`src/rtl/arm_cond_pkg.sv`:
```
// rtl/arm_cond_pkg.sv - ARM condition-code and NZCV flag definitions shared across pipeline stages
package arm_cond_pkg;

  localparam logic [3:0] COND_EQ = 4'b0000;
  localparam logic [3:0] COND_NE = 4'b0001;
  localparam logic [3:0] COND_CS = 4'b0010;
  localparam logic [3:0] COND_CC = 4'b0011;
  localparam logic [3:0] COND_MI = 4'b0100;
  localparam logic [3:0] COND_PL = 4'b0101;
  localparam logic [3:0] COND_VS = 4'b0110;
  localparam logic [3:0] COND_VC = 4'b0111;
  localparam logic [3:0] COND_HI = 4'b1000;
  localparam logic [3:0] COND_LS = 4'b1001;
  localparam logic [3:0] COND_GE = 4'b1010;
  localparam logic [3:0] COND_LT = 4'b1011;
  localparam logic [3:0] COND_GT = 4'b1100;
  localparam logic [3:0] COND_LE = 4'b1101;
  localparam logic [3:0] COND_AL = 4'b1110;
  localparam logic [3:0] COND_NV = 4'b1111;

  localparam int FLAG_N = 3;
  localparam int FLAG_Z = 2;
  localparam int FLAG_C = 1;
  localparam int FLAG_V = 0;

  typedef enum logic {
    ST_IDLE = 1'b0,
    ST_BUSY = 1'b1
  } pend_state_e;

  // AL and NV never depend on flags, so they never wait on in-flight writers.
  function automatic logic is_conditional(input logic [3:0] cond);
    return !((cond == COND_AL) || (cond == COND_NV));
  endfunction

endpackage

```
`src/rtl/cond_eval.sv`:
```
// rtl/cond_eval.sv - combinational ARM condition-code evaluation against NZCV
module cond_eval
  import arm_cond_pkg::*;
(
  input  logic [3:0] cond,
  input  logic [3:0] nzcv,
  output logic       pass
);

  logic n, z, c, v;

  assign n = nzcv[FLAG_N];
  assign z = nzcv[FLAG_Z];
  assign c = nzcv[FLAG_C];
  assign v = nzcv[FLAG_V];

  always_comb begin
    pass = 1'b1;
    case (cond)
      COND_EQ: pass = z;
      COND_NE: pass = ~z;
      COND_CS: pass = c;
      COND_CC: pass = ~c;
      COND_MI: pass = n;
      COND_PL: pass = ~n;
      COND_VS: pass = v;
      COND_VC: pass = ~v;
      COND_HI: pass = c & ~z;
      COND_LS: pass = ~c | z;
      COND_GE: pass = (n == v);
      COND_LT: pass = (n != v);
      COND_GT: pass = ~z & (n == v);
      COND_LE: pass = z | (n != v);
      default: pass = 1'b1;
    endcase
  end

endmodule

```
`src/rtl/flag_hazard_ctrl.sv`:
```
// rtl/flag_hazard_ctrl.sv - NZCV status register with in-flight flag-writer tracking and ID stall
module flag_hazard_ctrl
  import arm_cond_pkg::*;
#(
  parameter int         MAX_PEND  = 3,
  parameter logic [3:0] RST_FLAGS = 4'b0000,
  localparam int        CNT_W     = $clog2(MAX_PEND + 1)
) (
  input  logic             clk,
  input  logic             rst_n,
  input  logic             id_valid,
  input  logic [3:0]       id_cond,
  input  logic             id_set_flags,
  input  logic             freeze,
  input  logic             flush,
  input  logic             flags_wr_en,
  input  logic [3:0]       flags_in,
  output logic [3:0]       status_nzcv,
  output logic             id_stall,
  output logic             cond_pass,
  output logic [CNT_W-1:0] pending_cnt
);

  localparam logic [CNT_W-1:0] CNT_MAX = CNT_W'(MAX_PEND);
  localparam logic [CNT_W-1:0] CNT_ONE = CNT_W'(1);

  pend_state_e      state, state_next;
  logic [CNT_W-1:0] cnt_next;
  logic             conditional;
  logic             issue_s;

  assign conditional = is_conditional(id_cond);

  // BUSY is exactly pending_cnt != 0, so it doubles as the read-after-write hazard flag.
  assign id_stall = id_valid & ((conditional & (state == ST_BUSY)) |
                                (id_set_flags & (pending_cnt == CNT_MAX)));

  assign issue_s = id_valid & id_set_flags & ~id_stall & ~freeze & ~flush;

  always_comb begin
    cnt_next = pending_cnt;
    if (flush) begin
      cnt_next = '0;
    end else if (issue_s && !flags_wr_en) begin
      cnt_next = pending_cnt + CNT_ONE;
    end else if (!issue_s && flags_wr_en && (pending_cnt != '0)) begin
      cnt_next = pending_cnt - CNT_ONE;
    end
  end

  always_comb begin
    state_next = state;
    case (state)
      ST_IDLE: if (issue_s && !flags_wr_en && !flush) state_next = ST_BUSY;
      ST_BUSY: if (cnt_next == '0) state_next = ST_IDLE;
      default: state_next = ST_IDLE;
    endcase
  end

  // A flag write in a flush cycle belongs to an older instruction and still commits.
  always_ff @(posedge clk or negedge rst_n) begin
    if (!rst_n) begin
      status_nzcv <= RST_FLAGS;
      pending_cnt <= '0;
      state       <= ST_IDLE;
    end else begin
      if (flags_wr_en) status_nzcv <= flags_in;
      pending_cnt <= cnt_next;
      state       <= state_next;
    end
  end

  cond_eval u_cond_eval (
    .cond (id_cond),
    .nzcv (status_nzcv),
    .pass (cond_pass)
  );

endmodule
```
`config.mk`:
```
export PLATFORM = sky130hd
export DESIGN_NAME = flag_hazard_ctrl
export DESIGN_NICKNAME = d
export VERILOG_FILES = /design/src/rtl/arm_cond_pkg.sv /design/src/rtl/cond_eval.sv /design/src/rtl/flag_hazard_ctrl.sv
export SDC_FILE = /design/constraint.sdc
export NUM_CORES = 1
export LEC_CHECK = 0
export BUFFER_PORTS_ARGS = -buffer_cell sky130_fd_sc_hd__buf_4
export CELL_PAD_IN_SITES_DETAIL_PLACEMENT = 1
export CELL_PAD_IN_SITES_GLOBAL_PLACEMENT = 1
export CORE_MARGIN = 2
export CORE_UTILIZATION = 33
export DETAILED_ROUTE_END_ITERATION = 6
export HOLD_SLACK_MARGIN = 0.15
export MAX_ROUTING_LAYER = met4
export PLACE_DENSITY_LB_ADDON = 0.1
export SETUP_SLACK_MARGIN = 0.02
export SKIP_CTS_REPAIR_TIMING = 1
export SLEW_MARGIN = 30
export SYNTH_ARGS = -nofsm -noshare
export SYNTH_HDL_FRONTEND = slang
export SYNTH_SLANG_ARGS = --single-unit
```
`constraint.sdc`:
```
create_clock -name clk -period 1.9 [get_ports clk]
set_input_delay 0.19 -clock clk [delete_from_list [all_inputs] [get_ports clk]]
set_output_delay 0.19 -clock clk [all_outputs]
set_load 0.01 [all_outputs]
```
[After elaboration in Yosys (flattened, before gate mapping)]
Index checks and enable logic that the tools add are counted.
Storage, ports and cells
  bits in registers: 7
  bits of input ports: 15
  output and inout port bits: 8
  word-level logic and storage cells: 62
Cells by class
  add/sub/neg operators: 2
  eq/ne operators: 18
  multiplexer cells: 7
  bitwise operators: 20
  reductions and logical operators: 12
Operators with widths (number)
  == test 4 bit, second input constant: 8
  == test 4 x 3 -> 1 bit, second input constant: 4
  case mux 1 bit (14 select lines): 1
  AND 1 bit: 9
  == test 4 x 2 -> 1 bit, second input constant: 2
  inverter 1 bit: 8
  2-to-1 mux 2 bit: 3
  == test 4 x 1 -> 1 bit, second input constant: 1
  logical AND 1 bit: 4
  zero test 1 bit: 4
  zero test 4 bit: 1
  OR 1 bit: 3
  adder 2 x 1 -> 2 bit, second input constant: 1
  == test 2 bit, second input constant: 1
  zero test 2 bit: 1
  2-to-1 mux 1 bit: 2
  case mux 1 bit (2 select lines): 1
  nonzero test 2 bit: 1
  subtractor 2 x 1 -> 2 bit, second input constant: 1
  == test 1 bit: 1
  logical OR 1 bit: 1
  inequality test 1 bit: 1

[Logic depth before layout (Yosys ltp)]
  depth after elaboration: 19
  gate-level depth with buffers: 7
  mapped depth without buffers: 7

[By module]
From an unflattened synthesis, not the netlist that was laid out.
Unflattened totals
  cell total of the unflattened synthesis: 69
  area total of the unflattened synthesis: 638.1 um2
Modules (own cells, without submodules)
  flag_hazard_ctrl: instances 1, cells an instance 46, area an instance 473.0 um2, seq. area each 175.2 um2
  cond_eval: instances 1, cells an instance 23, area an instance 165.2 um2, seq. area each 0.0 um2

[Least setup slack after synthesis]
OpenSTA, ideal clock, no wires.
  kind: register to register
  from: register pending_cnt[0]
  to: register state
  library setup time: 0.120 ns
  data arrival time: 1.554 ns
  required time: 1.780 ns
  setup slack: 0.227 ns
  cell stages (with the launch flop): 8
  buffers on the path: 0
  clock period less this slack: 1.673 ns
  cells stage by stage: dfrtp_1 -> inv_1 -> ha_1 -> nor2b_1 -> a31oi_1 -> o22ai_1 -> a22o_2 -> a31o_1
On the way
  cells in the longest elaborated chain, start to end: 17
  elaborated cells between the ends (all ways): 23
  classes of those cells: add/sub (2); eq/ne (1); mux (6); bitwise (7); reduce/logical (7)
RTL lines
  start, declared: RTL line flag_hazard_ctrl.sv:21  | output logic [CNT_W-1:0] pending_cnt
  start signal, assigned: RTL line flag_hazard_ctrl.sv:68  | pending_cnt <= cnt_next;
  == test 2 bit: RTL line flag_hazard_ctrl.sv:36  | (id_set_flags & (pending_cnt == CNT_MAX)));
  AND 1 bit: RTL line flag_hazard_ctrl.sv:36
  OR 1 bit: RTL line flag_hazard_ctrl.sv:35  | assign id_stall = id_valid & ((conditional & (state == ST_BUSY)) |
  AND 1 bit: RTL line flag_hazard_ctrl.sv:35
  inverter 1 bit: RTL line flag_hazard_ctrl.sv:38  | assign issue_s = id_valid & id_set_flags & ~id_stall & ~freeze & ~flush;
  AND 1 bit (3 in series): RTL line flag_hazard_ctrl.sv:38
  zero test 1 bit: RTL line flag_hazard_ctrl.sv:46  | end else if (!issue_s && flags_wr_en && (pending_cnt != '0)) begin
  logical AND 1 bit (2 in series): RTL line flag_hazard_ctrl.sv:46
  2-to-1 mux 2 bit: RTL line flag_hazard_ctrl.sv:46
  2-to-1 mux 2 bit: RTL line flag_hazard_ctrl.sv:44  | end else if (issue_s && !flags_wr_en) begin
  2-to-1 mux 2 bit: RTL line flag_hazard_ctrl.sv:42  | if (flush) begin
  zero test 2 bit: RTL line flag_hazard_ctrl.sv:55  | ST_BUSY: if (cnt_next == '0) state_next = ST_IDLE;
  2-to-1 mux 1 bit: RTL line flag_hazard_ctrl.sv:55
  case mux 1 bit (2 select lines) (*): RTL line flag_hazard_ctrl.sv:53  | case (state)
  net state_next: RTL line flag_hazard_ctrl.sv:27  | pend_state_e state, state_next;
  end signal, assigned: RTL line flag_hazard_ctrl.sv:69  | state <= state_next;
  end, declared: RTL line flag_hazard_ctrl.sv:27
Mark *: on every way through the listed nets, which the timed path passes. The rest lies on a longest branch.
A chain may end at the register's enable or synchronous reset.

[Final worst setup path]
  from: register status_nzcv[0]
  to: output port cond_pass
On the way
  cells in the longest elaborated chain, start to end: 3
  elaborated cells between the ends (all ways): 6
  classes of those cells: eq/ne (2); mux (1); bitwise (3)
RTL lines
  start, declared: RTL line flag_hazard_ctrl.sv:18  | output logic [3:0] status_nzcv,
  start signal, assigned: RTL line flag_hazard_ctrl.sv:67  | if (flags_wr_en) status_nzcv <= flags_in;
  inequality test 1 bit / == test 1 bit (equally long branches)
  OR 1 bit / AND 1 bit (equally long branches): RTL line cond_eval.sv:33, cond_eval.sv:32
  case mux 1 bit (14 select lines) (*): RTL line cond_eval.sv:19  | case (cond)
  end, declared: RTL line flag_hazard_ctrl.sv:20  | output logic cond_pass,
Mark *: on every way between the ends. The rest lies on a longest branch, timed or not.

==> impl_metrics.env <==
export IMPL_async_sr_flop_fraction=1.00
export IMPL_ys_flop_type="sky130_fd_sc_hd__dfrtp_1"
export IMPL_setup_viol=0
export IMPL_final_hold_worst_slack_ns=0.174
export IMPL_leading_post_synthesis_cells_by_cell_area="sky130_fd_sc_hd__dfrtp_1 (33%), sky130_fd_sc_hd__mux2_2 (11%), sky130_fd_sc_hd__mux4_1 (5.0%)"
export IMPL_syn_cell_area_sq_um=526
export IMPL_core_area_sq_mm=0.00151
export IMPL_io_pins=23
export IMPL_fin_nets=96
export IMPL_cell_count_of_the_worst_reg_to_reg_path=7
export IMPL_power_mw=0.526
export IMPL_post_place_ws_ns=0.205
export IMPL_wire_per_inst_um=13.2
export IMPL_tightest_slew_ns=0.233
export IMPL_grtUsageTotal=0.154
export IMPL_chipWidth_um=43.9
export IMPL_timing_final_hold_violations=0
export IMPL_power_density_mw_per_mm2=689
export IMPL_cts_tree="yes"
export IMPL_die_height_um=43.9
export IMPL_irDropWorstVdd_mv=0.330
export IMPL_worstSetupPathType="flop to primary output"
export IMPL_tritoncts_num_buffers=3
export IMPL_num_fill_cells=178
export IMPL_max_slew_margin=0.840
export IMPL_post_synth_inst_count=49
export IMPL_netlist_area_leader_share=0.333
export IMPL_layout_area_overhead_vs_synth_pct=45.2
export IMPL_holdPathEnd="status_nzcv[3]"
export IMPL_final_instance_count_excl_fill=94
export IMPL_synth_edf_count=0
export IMPL_min_delay_path_depth=2
export IMPL_timing_clock_skew_ns=0.00285
export IMPL_post_synth_and_or_nand_nor_area_fraction=0.138
export IMPL_placed_cell_area_sq_um=713
export IMPL_routed_wl_um=1240
export IMPL_synth_cell_type_count=29
export IMPL_clock_sinks=7
export IMPL_synth_yosys_seq_area_share=0.333
export IMPL_main_combinational_cell_family_by_area_after_synthesis="multiplexers"
export IMPL_rr_endpoint="state"
export IMPL_grt_pass1_wl_um=2100
export IMPL_floorplan_initialDensity=0.349
export IMPL_final_area_sq_um=763
export IMPL_route_vias_total=472
export IMPL_synthesis_yosys_warnings=0
export IMPL_timing_max_transition_violations_final=0
export IMPL_globalplace_congestion=0.783
export IMPL_arrival_ns=1.69
export IMPL_start_of_the_worst_register_to_register_path="pending_cnt[1]"
export IMPL_static_leakage_power_nw=0.351
export IMPL_hold_path_startpoint="flags_in[3]"
export IMPL_worst_ep_required_ns=1.71
export IMPL_grt_max_degree=11
export IMPL_ys_seq_elements=7
export IMPL_holdCritPathClass="input port to flop"
export IMPL_timing_max_cap_violations=0
export IMPL_port_buffer_count=22
export IMPL_syn_avg_cell_area_sq_um=10.7
export IMPL_max_freq_mhz=533
export IMPL_clock_tree_buffer_depth=2
export IMPL_antenna_diode_count=0
export IMPL_reg_to_reg_slack_setup_ns=0.19
export IMPL_mappedNetlistNets=66
export IMPL_startpoint_type="flop"
export IMPL_timing_critical_path_to_type="primary output"
export IMPL_place_inst=87
export IMPL_detail_route_iter0_violations=5
export IMPL_worst_path_fanout_max=4
export IMPL_hpwl_um=1030
export IMPL_globalRouteOverflowTotal=0
export IMPL_timing_final_crit_period_ns=1.88
export IMPL_finalWorstSetupSlack_ns=0.0237
export IMPL_worst_setup_hold_path_clk_slew_ns=0.05
export IMPL_number_of_global_route_vias_before_repair=476
export IMPL_drcViolationCount=0
export IMPL_rsz0062_at_grt="true"
export IMPL_dieArea_sq_mm=0.00193
export IMPL_clkLatencyLatePin_ns=0.25
export IMPL_antenna_violating_nets_post_route=0
export IMPL_clock_root_buffer="sky130_fd_sc_hd__clkbuf_4"
export IMPL_run_status="finished clean"
export IMPL_first_pass_iteration_count_of_the_detailed_router=2
export IMPL_yosys_area_share_adder=0.0476
export IMPL_avgViaCountPerCell=5.02
export IMPL_floorplan_rows=14
export IMPL_final_cycle_utilization_of_the_critical_path=0.988
export IMPL_initial_antenna_violation_count=0
export IMPL_synthXorXnorAreaFrac=0.0976
export IMPL_drive_above_1_share=0.487
export IMPL_yosysTopAreaCell="sky130_fd_sc_hd__dfrtp_1"
export IMPL_synth_mux_area_fraction=0.176
export IMPL_htree_num_levels=1
export IMPL_compound_cell_area_share_of_the_yosys_netlist=0.169
==> cells in the mapped netlist (2+ instances only) <==
| master | instances |
|---|---|
| sky130_fd_sc_hd__ha_1 | 2 |
| sky130_fd_sc_hd__mux2_2 | 5 |
| sky130_fd_sc_hd__nor2b_1 | 2 |
| sky130_fd_sc_hd__xnor2_1 | 2 |
| sky130_fd_sc_hd__dfrtp_1 | 7 |
| sky130_fd_sc_hd__xor2_1 | 2 |
| sky130_fd_sc_hd__and2_1 | 2 |
| sky130_fd_sc_hd__a31oi_1 | 2 |
| sky130_fd_sc_hd__nand2_1 | 2 |
| sky130_fd_sc_hd__inv_1 | 4 |
==> critical path, cell delays in order, from the launching register on <==
cell and delay (ns):
sky130_fd_sc_hd__dfrtp_1 0.41, sky130_fd_sc_hd__mux4_2 0.50, sky130_fd_sc_hd__xor2_1 0.16, sky130_fd_sc_hd__o32ai_1 0.10, sky130_fd_sc_hd__a31oi_1 0.14, sky130_fd_sc_hd__buf_4 0.14
==> sequential cells by signal (all words and copies together), names as in the netlist <==
| signal | cells |
|---|---|
| state | 1 |
| status_nzcv | 4 |
| pending_cnt | 2 |
==> logic make-up after synthesis <==
kind of cell    count (synthesis)
simple gates                   12
compound gates                 11
mux                             7
flops                           7
xor+xnor                        5
buf+inv                         5
fa+ha+maj                       2
==> routing by layer <==
layer | global-route usage | routed length, um | vias up | share of wire
li1 | - | - | 237 | -
met1 | 0.196 | 543 | 221 | 0.44
met2 | 0.238 | 638 | 12 | 0.51
met3 | 0.0250 | 49 | 2 | 0.039
met4 | 0.0727 | 12 | 0 | 0.0096
met5 | - | 0 | - | 0
==> area by class of cell <==
cell class	instances	area [sq um]	area share
inverter	4	15.0	0.0197
sequential	7	175	0.230
multi-input combinational	37	327	0.428
tap	16	20.0	0.0262
timing repair buffer	26	200	0.262
clock buffer	4	26.3	0.0344
==> worst max-delay path by stage <==
stage	start	slack [ns]	endpoint	cells after the start
final	status_nzcv[0]	0.02	cond_pass	5
after global routing	status_nzcv[0]	-0.11	cond_pass	5
after CTS	status_nzcv[3]	-0.07	cond_pass	5
after detailed placement	status_nzcv[3]	0.21	cond_pass	5
after global placement	pending_cnt[0]	0.23	state	7
after floorplan	pending_cnt[0]	0.23	state	7
==> placed cells by master, fill, tap and decap left out, types with 2 or more instances in the layout <==
master,instances
sky130_fd_sc_hd__inv_1,4
sky130_fd_sc_hd__dlygate4sd3_1,2
sky130_fd_sc_hd__clkbuf_4,3
sky130_fd_sc_hd__nand2_1,2
sky130_fd_sc_hd__a31oi_1,2
sky130_fd_sc_hd__xnor2_1,2
sky130_fd_sc_hd__nor2b_1,2
sky130_fd_sc_hd__mux2_2,5
sky130_fd_sc_hd__dfrtp_1,7
sky130_fd_sc_hd__and2_1,2
sky130_fd_sc_hd__buf_4,24
sky130_fd_sc_hd__ha_1,2
sky130_fd_sc_hd__xor2_1,2
==> stage by stage <==
stage               TNS (ns)   util
floorplan                  0      -
global placement           0  0.473
detailed placement         0  0.473
CTS                  -0.0694  0.491
global route          -0.107  0.507
finish                     0  0.507
==> power breakdown <==
group | leakage, nW | internal, mW | switching (mW)
registers | 0.0877 | 0.166 | 0.0194
clock network | 0.0150 | 0.0799 | 0.0513
logic | 0.248 | 0.121 | 0.0877
Power figures use the tool's default switching activity.
